**src/rtl/sp_pkg.sv**
```systemverilog
// Shared types and constants for the signal-probability sweep sequencer.
// Latency: n/a (declarations only).
// Backpressure: n/a.
package sp_pkg;

  // Sequencer states, in the order a normal lane passes through them
  typedef enum logic [2:0] {
    ST_IDLE,
    ST_SELECT,
    ST_ISSUE,
    ST_WAIT,
    ST_WRITE,
    ST_DONE
  } sp_state_e;

  // Default array geometry
  localparam int SP_WIDTH   = 32;
  localparam int SP_CNT_W   = 21;
  localparam int SP_N       = 21;
  localparam int SP_TIMEOUT = 64;

  // Result written for a lane whose low count is zero (probability saturates)
  localparam logic [SP_N-1:0] SP_SAT_ONES = '1;

  // Bit offset of lane 'lane' inside a flattened bus of 'cnt_w'-bit counts
  function automatic int lane_lsb(input int lane, input int cnt_w);
    return lane * cnt_w;
  endfunction

endpackage

```
**src/rtl/sp_lane_mux.sv**
```systemverilog
// Registered WIDTH:1 selection of one lane's high/low count pair.
// Latency: 1 cycle from lane_i to hi_o/lo_o.
// Backpressure: none; reloads every cycle from the (frozen) count buses.
module sp_lane_mux
  import sp_pkg::*;
#(
  parameter int WIDTH = SP_WIDTH,
  parameter int CNT_W = SP_CNT_W
) (
  input  logic                     clk,
  input  logic                     rst,
  input  logic [$clog2(WIDTH)-1:0] lane_i,
  input  logic [WIDTH*CNT_W-1:0]   hi_cnt_i,
  input  logic [WIDTH*CNT_W-1:0]   lo_cnt_i,
  output logic [CNT_W-1:0]         hi_o,
  output logic [CNT_W-1:0]         lo_o
);

  logic [CNT_W-1:0] hi_q;
  logic [CNT_W-1:0] lo_q;

  // Capture the selected lane's pair; the caller drives its next lane index
  always_ff @(posedge clk) begin
    if (rst) begin
      hi_q <= '0;
      lo_q <= '0;
    end else begin
      hi_q <= hi_cnt_i[lane_lsb(int'(lane_i), CNT_W) +: CNT_W];
      lo_q <= lo_cnt_i[lane_lsb(int'(lane_i), CNT_W) +: CNT_W];
    end
  end

  assign hi_o = hi_q;
  assign lo_o = lo_q;

endmodule

```
**src/rtl/sp_sweep_ctrl.sv**
```systemverilog
// Walks all lanes, feeds hi/lo counts to one shared divider, writes quotients to the sp bank.
// Latency: per lane 3+D (divided), 2 (zero divisor), 1 (masked), 3+TIMEOUT (timed out); done 1 cycle after last lane.
// Backpressure: none; divider is waited on for at most TIMEOUT cycles, abort returns to IDLE next cycle.
module sp_sweep_ctrl
  import sp_pkg::*;
#(
  parameter int WIDTH   = SP_WIDTH,
  parameter int CNT_W   = SP_CNT_W,
  parameter int N       = SP_N,
  parameter int TIMEOUT = SP_TIMEOUT
) (
  input  logic                     clk,
  input  logic                     rst,
  input  logic                     start,
  input  logic                     abort,
  input  logic [WIDTH-1:0]         lane_mask,
  input  logic [WIDTH*CNT_W-1:0]   hi_cnt,
  input  logic [WIDTH*CNT_W-1:0]   lo_cnt,
  output logic                     cnt_freeze,
  output logic                     div_start,
  output logic [CNT_W-1:0]         div_a,
  output logic [CNT_W-1:0]         div_b,
  input  logic                     div_done,
  input  logic [N-1:0]             div_quot,
  output logic                     sp_we,
  output logic [$clog2(WIDTH)-1:0] sp_addr,
  output logic [N-1:0]             sp_data,
  output logic                     busy,
  output logic                     done,
  output logic                     err
);

  localparam int LW = $clog2(WIDTH);
  localparam int TW = $clog2(TIMEOUT) + 1;
  localparam logic [LW-1:0] LAST_LANE = LW'(WIDTH - 1);
  // Instance-width copy of the package saturation value
  localparam logic [N-1:0] SAT_ONES = {N{1'b1}};

  sp_state_e        state_q, state_d;
  logic [LW-1:0]    lane_q, lane_d;
  logic [TW-1:0]    wait_q, wait_d;
  logic [N-1:0]     result_q, result_d;
  logic [CNT_W-1:0] div_a_q, div_a_d;
  logic [CNT_W-1:0] div_b_q, div_b_d;
  logic             err_q, err_d;
  logic [CNT_W-1:0] hi_sel, lo_sel;

  // Mux is steered by the next lane so the pair is ready when SELECT sees that lane
  sp_lane_mux #(
    .WIDTH (WIDTH),
    .CNT_W (CNT_W)
  ) u_lane_mux (
    .clk      (clk),
    .rst      (rst),
    .lane_i   (lane_d),
    .hi_cnt_i (hi_cnt),
    .lo_cnt_i (lo_cnt),
    .hi_o     (hi_sel),
    .lo_o     (lo_sel)
  );

  // State and datapath registers
  always_ff @(posedge clk) begin
    if (rst) begin
      state_q  <= ST_IDLE;
      lane_q   <= '0;
      wait_q   <= '0;
      result_q <= '0;
      div_a_q  <= '0;
      div_b_q  <= '0;
      err_q    <= 1'b0;
    end else begin
      state_q  <= state_d;
      lane_q   <= lane_d;
      wait_q   <= wait_d;
      result_q <= result_d;
      div_a_q  <= div_a_d;
      div_b_q  <= div_b_d;
      err_q    <= err_d;
    end
  end

  // Next-state logic; abort overrides every other transition, err is left untouched by it
  always_comb begin
    state_d  = state_q;
    lane_d   = lane_q;
    wait_d   = wait_q;
    result_d = result_q;
    div_a_d  = div_a_q;
    div_b_d  = div_b_q;
    err_d    = err_q;

    if (state_q != ST_IDLE && abort) begin
      state_d = ST_IDLE;
    end else begin
      case (state_q)
        ST_IDLE: begin
          if (start) begin
            state_d = ST_SELECT;
            lane_d  = '0;
            err_d   = 1'b0;
          end
        end
        ST_SELECT: begin
          if (lane_mask[lane_q]) begin
            if (lane_q == LAST_LANE) state_d = ST_DONE;
            else                     lane_d  = lane_q + LW'(1);
          end else if (lo_sel == '0) begin
            result_d = SAT_ONES;
            state_d  = ST_WRITE;
          end else begin
            div_a_d = hi_sel;
            div_b_d = lo_sel;
            state_d = ST_ISSUE;
          end
        end
        ST_ISSUE: begin
          wait_d  = '0;
          state_d = ST_WAIT;
        end
        ST_WAIT: begin
          if (div_done) begin
            result_d = div_quot;
            state_d  = ST_WRITE;
          end else if (wait_q == TW'(TIMEOUT - 1)) begin
            err_d    = 1'b1;
            result_d = '0;
            state_d  = ST_WRITE;
          end else begin
            wait_d = wait_q + TW'(1);
          end
        end
        ST_WRITE: begin
          if (lane_q == LAST_LANE) begin
            state_d = ST_DONE;
          end else begin
            lane_d  = lane_q + LW'(1);
            state_d = ST_SELECT;
          end
        end
        ST_DONE:  state_d = ST_IDLE;
        default:  state_d = ST_IDLE;
      endcase
    end
  end

  // Strobes decode from state; an abort cycle suppresses them
  assign busy       = (state_q != ST_IDLE);
  assign cnt_freeze = (state_q != ST_IDLE);
  assign div_start  = (state_q == ST_ISSUE) && !abort;
  assign sp_we      = (state_q == ST_WRITE) && !abort;
  assign done       = (state_q == ST_DONE)  && !abort;
  assign div_a      = div_a_q;
  assign div_b      = div_b_q;
  assign sp_addr    = lane_q;
  assign sp_data    = result_q;
  assign err        = err_q;

endmodule
```
**config.mk**
```make
export PLATFORM = sky130hd
export DESIGN_NAME = sp_sweep_ctrl
export DESIGN_NICKNAME = d
export VERILOG_FILES = /design/src/rtl/sp_pkg.sv /design/src/rtl/sp_lane_mux.sv /design/src/rtl/sp_sweep_ctrl.sv
export SDC_FILE = /design/constraint.sdc
export NUM_CORES = 1
export LEC_CHECK = 0
export ABC_CLOCK_PERIOD_IN_PS = 7400
export CORE_AREA = 2 2 582 584
export DETAILED_ROUTE_END_ITERATION = 10
export DIE_AREA = 0 0 584 586
export SLEW_MARGIN = 20
export SYNTH_ARGS = -nofsm -noshare
export SYNTH_HDL_FRONTEND = slang
export SYNTH_SLANG_ARGS = --single-unit
```
**constraint.sdc**
```tcl
create_clock -name clk -period 7.4 [get_ports clk]
set_clock_uncertainty 0.2 [all_clocks]
set_input_delay 1.11 -clock clk [delete_from_list [all_inputs] [get_ports clk]]
set_output_delay 1.11 -clock clk [all_outputs]
set_load 0.01 [all_outputs]
```
Yosys cells after proc, flatten, opt, wreduce, memory -nomap -nowiden
Index checks and enable logic that the tools add are counted.
Widths: inputs -> output; s select.
{"block": "op_classes", "add_sub_neg": 2, "n_mul": 1, "n_lt_le_gt_ge": 1, "n_eq_ne": 15, "shift": 2, "muxes": 27, "bitwise": 3, "reduce_logical": 17}
{"cell": "$shiftx 672x11->21", "n": 1}
{"cell": "$shiftx 672x32->21", "n": 1}
{"cell": "$mux 21", "n": 4}
{"cell": "$pmux 21 s2", "n": 1}
{"cell": "$logic_not 21->1", "n": 1}
{"cell": "$mux 3", "n": 7}
{"cell": "$mux 5", "n": 4}
{"cell": "$pmux 3 s5", "n": 1}
{"cell": "$pmux 5 s3", "n": 1}
{"cell": "$mux 7", "n": 2}
{"cell": "$pmux 7 s2", "n": 1}
{"cell": "$ne 2x2->1 const B", "n": 6}
{"cell": "$mul 5x5->10 const B", "n": 1}
{"cell": "$reduce_and 5->1", "n": 2}
{"cell": "$reduce_and 4->1", "n": 2}
{"cell": "$add 7x1->7 const B", "n": 1}
{"cell": "$eq 7x6->1 const B", "n": 1}
{"cell": "$eq 3x2->1 const B", "n": 2}
{"cell": "$eq 3x3->1 const B", "n": 2}
{"cell": "$lt 5x6->1 const B", "n": 1}
{"cell": "$ne 3x3->1 const B", "n": 2}
{"cell": "$reduce_bool 2->1", "n": 3}
{"cell": "$add 5x1->5 const B", "n": 1}
{"cell": "$bmux 1 s5", "n": 1}
{"cell": "11 further kinds", "n": 19}
{"block": "word_totals", "reg_bits": 121, "in_bits": 1402, "output_inout_bits": 74, "elab_cells": 77}

Depth between registers and ports, before layout
{"block": "logic_depth", "word_depth": 7, "ltp_mapped": 15, "ltp_nobuf": 10}

Modules after synthesis
A second synthesis with hierarchy kept.
{"block": "unflattened", "cells_unflattened": 1259, "hier_area_um2": 15317.2}
{"mod": "sp_lane_mux", "instances": 1, "cells_per_inst": 863, "area_each_um2": 11628.7, "seq_area_each_um2": 840.8}
{"mod": "sp_sweep_ctrl", "instances": 1, "cells_per_inst": 396, "area_each_um2": 3688.5, "seq_area_each_um2": 1581.5}

Worst setup path after synthesis
No wires, ideal clock.
{"block": "synth_timing", "path_kind": "input-to-reg", "startpoint": "in lane_mask[11]", "endpoint": "reg u_lane_mux.hi_q[20] (netlist: u_lane_mux.hi_o[20])", "setup_time_ps": 130, "arrival_ps": 3211, "required_time_ps": 7070, "slack_ps": 3859, "stages": 12, "path_buffers": 3, "cell_sequence": "mux2i_1 a22oi_1 a211oi_2 nor4_4 a311oi_1 buf_2 buf_2 buf_2 mux2i_1 nand2_1 a32oi_1 nand4_1"}
{"block": "synth_between", "elab_chain_len": 7}
{"element": "from (decl)", "line": "sp_sweep_ctrl.sv:16", "text": "input logic [WIDTH-1:0] lane_mask,"}
{"element": "$bmux 1 s5", "line": "sp_sweep_ctrl.sv:105", "text": "if (lane_mask[lane_q]) begin"}
{"element": "$mux 1 (implied by the code)", "line": "sp_sweep_ctrl.sv:105"}
{"element": "$mux 5", "line": "sp_sweep_ctrl.sv:105"}
{"element": "$pmux 5 s3", "line": "sp_sweep_ctrl.sv:96", "text": "case (state_q)"}
{"element": "$mux 5", "line": "sp_sweep_ctrl.sv:93", "text": "if (state_q != ST_IDLE && abort) begin"}
{"element": "$mul 5x5->10", "line": "sp_pkg.sv:27", "text": "return lane * cnt_w;"}
{"element": "$shiftx 672x11->21", "line": "sp_lane_mux.sv:28", "text": "hi_q <= hi_cnt_i[lane_lsb(int'(lane_i), CNT_W) +: CNT_W];"}
{"element": "to (signal assigned)", "line": "sp_lane_mux.sv:28"}
{"element": "to (decl)", "line": "sp_lane_mux.sv:19", "text": "logic [CNT_W-1:0] hi_q;"}
No other way between the ends. The select of a mux whose other input is x is not followed.
A chain may end at the register's enable or synchronous reset.

Worst setup path in the final report
{"block": "layout_timing", "startpoint": "reg lane_q[0] (netlist: sp_addr[0])", "endpoint": "reg u_lane_mux.lo_q[9] (netlist: u_lane_mux.lo_o[9])"}
{"block": "layout_between", "elab_chain_len": 7, "word_cells_on_any_way": 11, "cone_classes": "add/sub (1); mul (1); eq/ne (1); shift (1); mux (7)"}
{"element": "from (decl)", "line": "sp_sweep_ctrl.sv:40", "text": "logic [LW-1:0] lane_q, lane_d;"}
{"element": "from (signal assigned)", "line": "sp_sweep_ctrl.sv:74", "text": "lane_q <= lane_d;"}
{"element": "$bmux 1 s5, or another cell as far along", "line": "sp_sweep_ctrl.sv:105"}
{"element": "$mux 1 (implied by the code) / $mux 5 (equally long branches)", "line": "sp_sweep_ctrl.sv:105, sp_sweep_ctrl.sv:106, sp_sweep_ctrl.sv:134"}
{"element": "$mux 5", "line": "sp_sweep_ctrl.sv:105"}
{"element": "$pmux 5 s3", "line": "sp_sweep_ctrl.sv:96"}
{"element": "$mux 5 *", "line": "sp_sweep_ctrl.sv:93"}
{"element": "$mul 5x5->10 *", "line": "sp_pkg.sv:27"}
{"element": "$shiftx 672x32->21 *", "line": "sp_lane_mux.sv:29", "text": "lo_q <= lo_cnt_i[lane_lsb(int'(lane_i), CNT_W) +: CNT_W];"}
{"element": "to (signal assigned)", "line": "sp_lane_mux.sv:29"}
{"element": "to (decl)", "line": "sp_lane_mux.sv:20", "text": "logic [CNT_W-1:0] lo_q;"}
Mark *: on every way between the ends. The rest lies on a longest branch, timed or not. The select of a mux whose other input is x is not followed.

==> impl_results.md <==
- Run status: finished clean
- Nets: around 4900
- Hold Path Class: reg -> reg
- Clock power share: 0.265
- Core Footprint: 336000 sq um
- Layout Cells excl Fill: around 8000
- RSZ-0062 raised after global routing: no
- Setup Total Neg Slack: 0 ns
- Hold Buf Count CTS: 0
- Final Critical Period: about 6 ns
- Post-CTS Resized: 0
- I/O pin cnt: roughly 1500
- Post-synthesis sequential area ratio: 0.142
- Fin. max-slew vios: 0
- Root Driver: clkbuf_16
- Synth Register Bits: 121
- Die ar.: ~340000 sq um
- CTS buffer count: 25
- Placed cell count: between 7000 and 8000
- WP data required: between 7 and 8 ns
- # clock sinks: 121
- Rows: approximately 210
- Final WL: ~240000 microns
- Ys async rst share: 0
- Critical Path Start Type: flip-flop
- Worst EP arrival: between 6 and 7 ns
- Setup CP Type: reg -> reg
- Syn-to-layout area delta: 126%
- Pre-CTS setup slack: 0.967 ns
- PD cells: between 100 and 150 nW/um^2
- Worst slew pin tran: 1.26 ns
- Net Sw Frac: 0.409
- Iteration-0 DRC Markers: 1632
- GR Overflow Total: 0
- Pleak: between 15 and 20 nW
- Setup ws final: approximately 1.5 ns
- M1 WL: ~99000 microns
- Reg power frac: 0.167
- Synth Cell Area: between 15000 and 20000 sq um
- Post-synthesis instance total: 2077
- Remaining antenna violation count: 0
- Peak VDD IR: around 0.00012 V
- Final Hold Fails: 0
- Crit end category: flip-flop
- Fin crit share: 0.793
- Initial Util: 0.0510
- Overall Power: between 0.004 and 0.005 W
- Largest net degree at the start of global routing: 90
- Comb power frac: 0.568
- EDFF count, synth: 0
- P_int: approximately 0.0026 W
- Die width: approximately 600 microns
- Fillers: between 30000 and 40000
- Postcts setup bufs: 0
- WL/cell: between 30 and 40 microns
- YS warnings: 0
- Crit-path max FO: 25
- Initial antenna violation count: 208
- Clock Tree Buf Depth: 3
- DR DRC count: 0
- Syn nets: ~3500
- Count of cell types in the netlist: a little over 60
- Relative slew slack: 0.160
- TritonRoute pass-1 iters: 5
- Die extent in y: 586 microns
- Total GRT Usage: 0.136
- CTS tree: yes
- Total number of vias: between 20000 and 25000
- Share of layout cells above drive strength 1: 0.0571
- RePlAce Congestion: approximately 0.94
- DP Wirelength: about 210000 microns
- Vias in the first global route: 24300
- Clock-pin slew on the worst setup and hold paths: 0.09 ns
- # port buffers: 1475
- Setup Viol. Count Final: 0
- DR WL met3: 20700 microns
- Top sig layer: met5
- Ys flop type: dfxtp_1
- Psw: 0.00182 W
- Htree depth: 4
- Max_cap viols: 0
- F_max: 170 MHz
- Via density per instance: between 3 and 4
- Clock latency at the later pin of the worst-skew pair: 0.57 ns
- Length of routed met2 wiring: between 100000 and 150000 microns
- First-pass GRT wire length: between 200000 and 300000 microns
- Average size of a mapped cell: between 8 and 9 sq um
==> worst paths after layout <==
path | start | end | slack, ns | depth (start not counted)
setup / recovery | sp_addr[0] | u_lane_mux.lo_o[9] | 1.53 | 12
setup reg to reg | sp_addr[0] | u_lane_mux.lo_o[9] | 1.53 | 12
hold reg to reg | u_lane_mux.hi_o[9] | div_a[9] | 0.23 | 2
hold / removal | u_lane_mux.hi_o[9] | div_a[9] | 0.23 | 2
==> metal layers <==
layer | vias up | GRT usage
met5 | - | 0
met2 | 1526 | 0.228
li1 | 10700 | -
met3 | 383 | 0.0409
met1 | 11500 | 0.161
met4 | 66 | 0.0507
==> placed cells by master, fill, tap and decap left out, drive strengths merged, types with 3 or more instances in the layout <==
cell,instances
inv,7
a21oi,71
or2,5
and3,3
nand2b,5
clkdlybuf4s50,1474
nand3,3
a211oi,30
nand2,437
diode,79
a211o,3
nor3,9
o21ai,8
clkbuf,29
xor2,3
buf,124
a32oi,168
and2,3
a22oi,8
a21o,3
nor2b,4
nor4,9
mux2i,859
nand4,47
nor2,40
dfxtp,121
==> registers in the layout, summed over array words and instances (netlist names), 3 cells and up <==
name	count
div_a	21
div_b	21
sp_data	21
u_lane_mux.hi_o	21
u_lane_mux.lo_o	21
wait_q	7
sp_addr	5
state_q	3
==> cells in the mapped netlist, drive strengths merged, types with 2 or more instances <==
cell / number / area share
mux2i: 859 / 0.50
nor2: 40 / 0.0088
or3: 2 / 0.00073
inv: 7 / 0.0015
nand4: 47 / 0.017
ha: 2 / 0.0015
o21ai: 8 / 0.0026
and3b: 2 / 0.0010
nor4: 9 / 0.0077
or2: 5 / 0.0018
dfxtp: 121 / 0.14
o211ai: 2 / 0.0012
clkbuf: 35 / 0.0077
nand2b: 5 / 0.0018
nand2: 437 / 0.096
o21a: 2 / 0.0013
a211oi: 30 / 0.016
a21o: 3 / 0.0013
xor2: 3 / 0.0015
and3: 3 / 0.0011
a211o: 3 / 0.0015
a21oi: 71 / 0.021
nand3: 3 / 0.0012
buf: 168 / 0.056
nor2b: 4 / 0.0015
a32oi: 168 / 0.086
a22oi: 8 / 0.0035
a22o: 2 / 0.0010
a41oi: 2 / 0.0010
and2: 3 / 0.0012
nor3: 9 / 0.0026
==> area by class of cell <==
cell class / instances / area, sq um / area share
timing repair buffer: 1598 / 16100 / 0.415
inverter: 7 / 26.3 / 0.000680
clock buffer: 29 / 661 / 0.0171
tap: 4407 / 5510 / 0.143
antenna: 79 / 198 / 0.00512
clock inverter: 4 / 47.5 / 0.00123
multi-input combinational: 1746 / 13700 / 0.355
sequential: 121 / 2420 / 0.0627
==> cell families after synthesis <==
group / after synthesis / share of synthesized area
AOI/OAI and AO/OA: 310 / 0.144
xor gates and xnor gates: 4 / 0.00205
adders and majority gates: 2 / 0.00146
buffers and inverters: 210 / 0.0654
DFF: 121 / 0.142
muxes: 859 / 0.502
and+or+nand+nor: 571 / 0.144
==> worst max-delay path, cell delays in order (launching register included) <==
cell and delay, ns:
dfxtp_1 1.08, buf_4 0.37, mux2i_1 0.26, a22oi_1 0.14, a211oi_2 0.49, nor4_4 0.15
a311oi_4 0.65, buf_12 0.32, buf_12 0.25, mux2i_1 0.80, mux2i_1 0.35, a32oi_1 0.42
nand4_1 0.13
==> power groups by stage <==
stage / clock [W] / combinational (W) / sequential, W
floorplan: 0 / 0.00103 / 0.000716
global placement: 0 / 0.00260 / 0.000766
detailed placement: 0 / 0.00260 / 0.000764
CTS: 0.00128 / 0.00261 / 0.000750
global route: 0.00127 / 0.00270 / 0.000752
finish: 0.00118 / 0.00253 / 0.000747
==> metrics by stage <==
stage          area, sq um  hold WS [ns]  utilization
4_1_cts              38400         0.228        0.114
6_report             38600         0.229        0.115
3_5_place_dp         37700         0.236        0.112
3_3_place_gp         37700         0.227        0.112
2_1_floorplan        17100         0.217            -
5_1_grt              38600         0.264        0.115
Note: power is estimated with default switching activity, not from simulation.
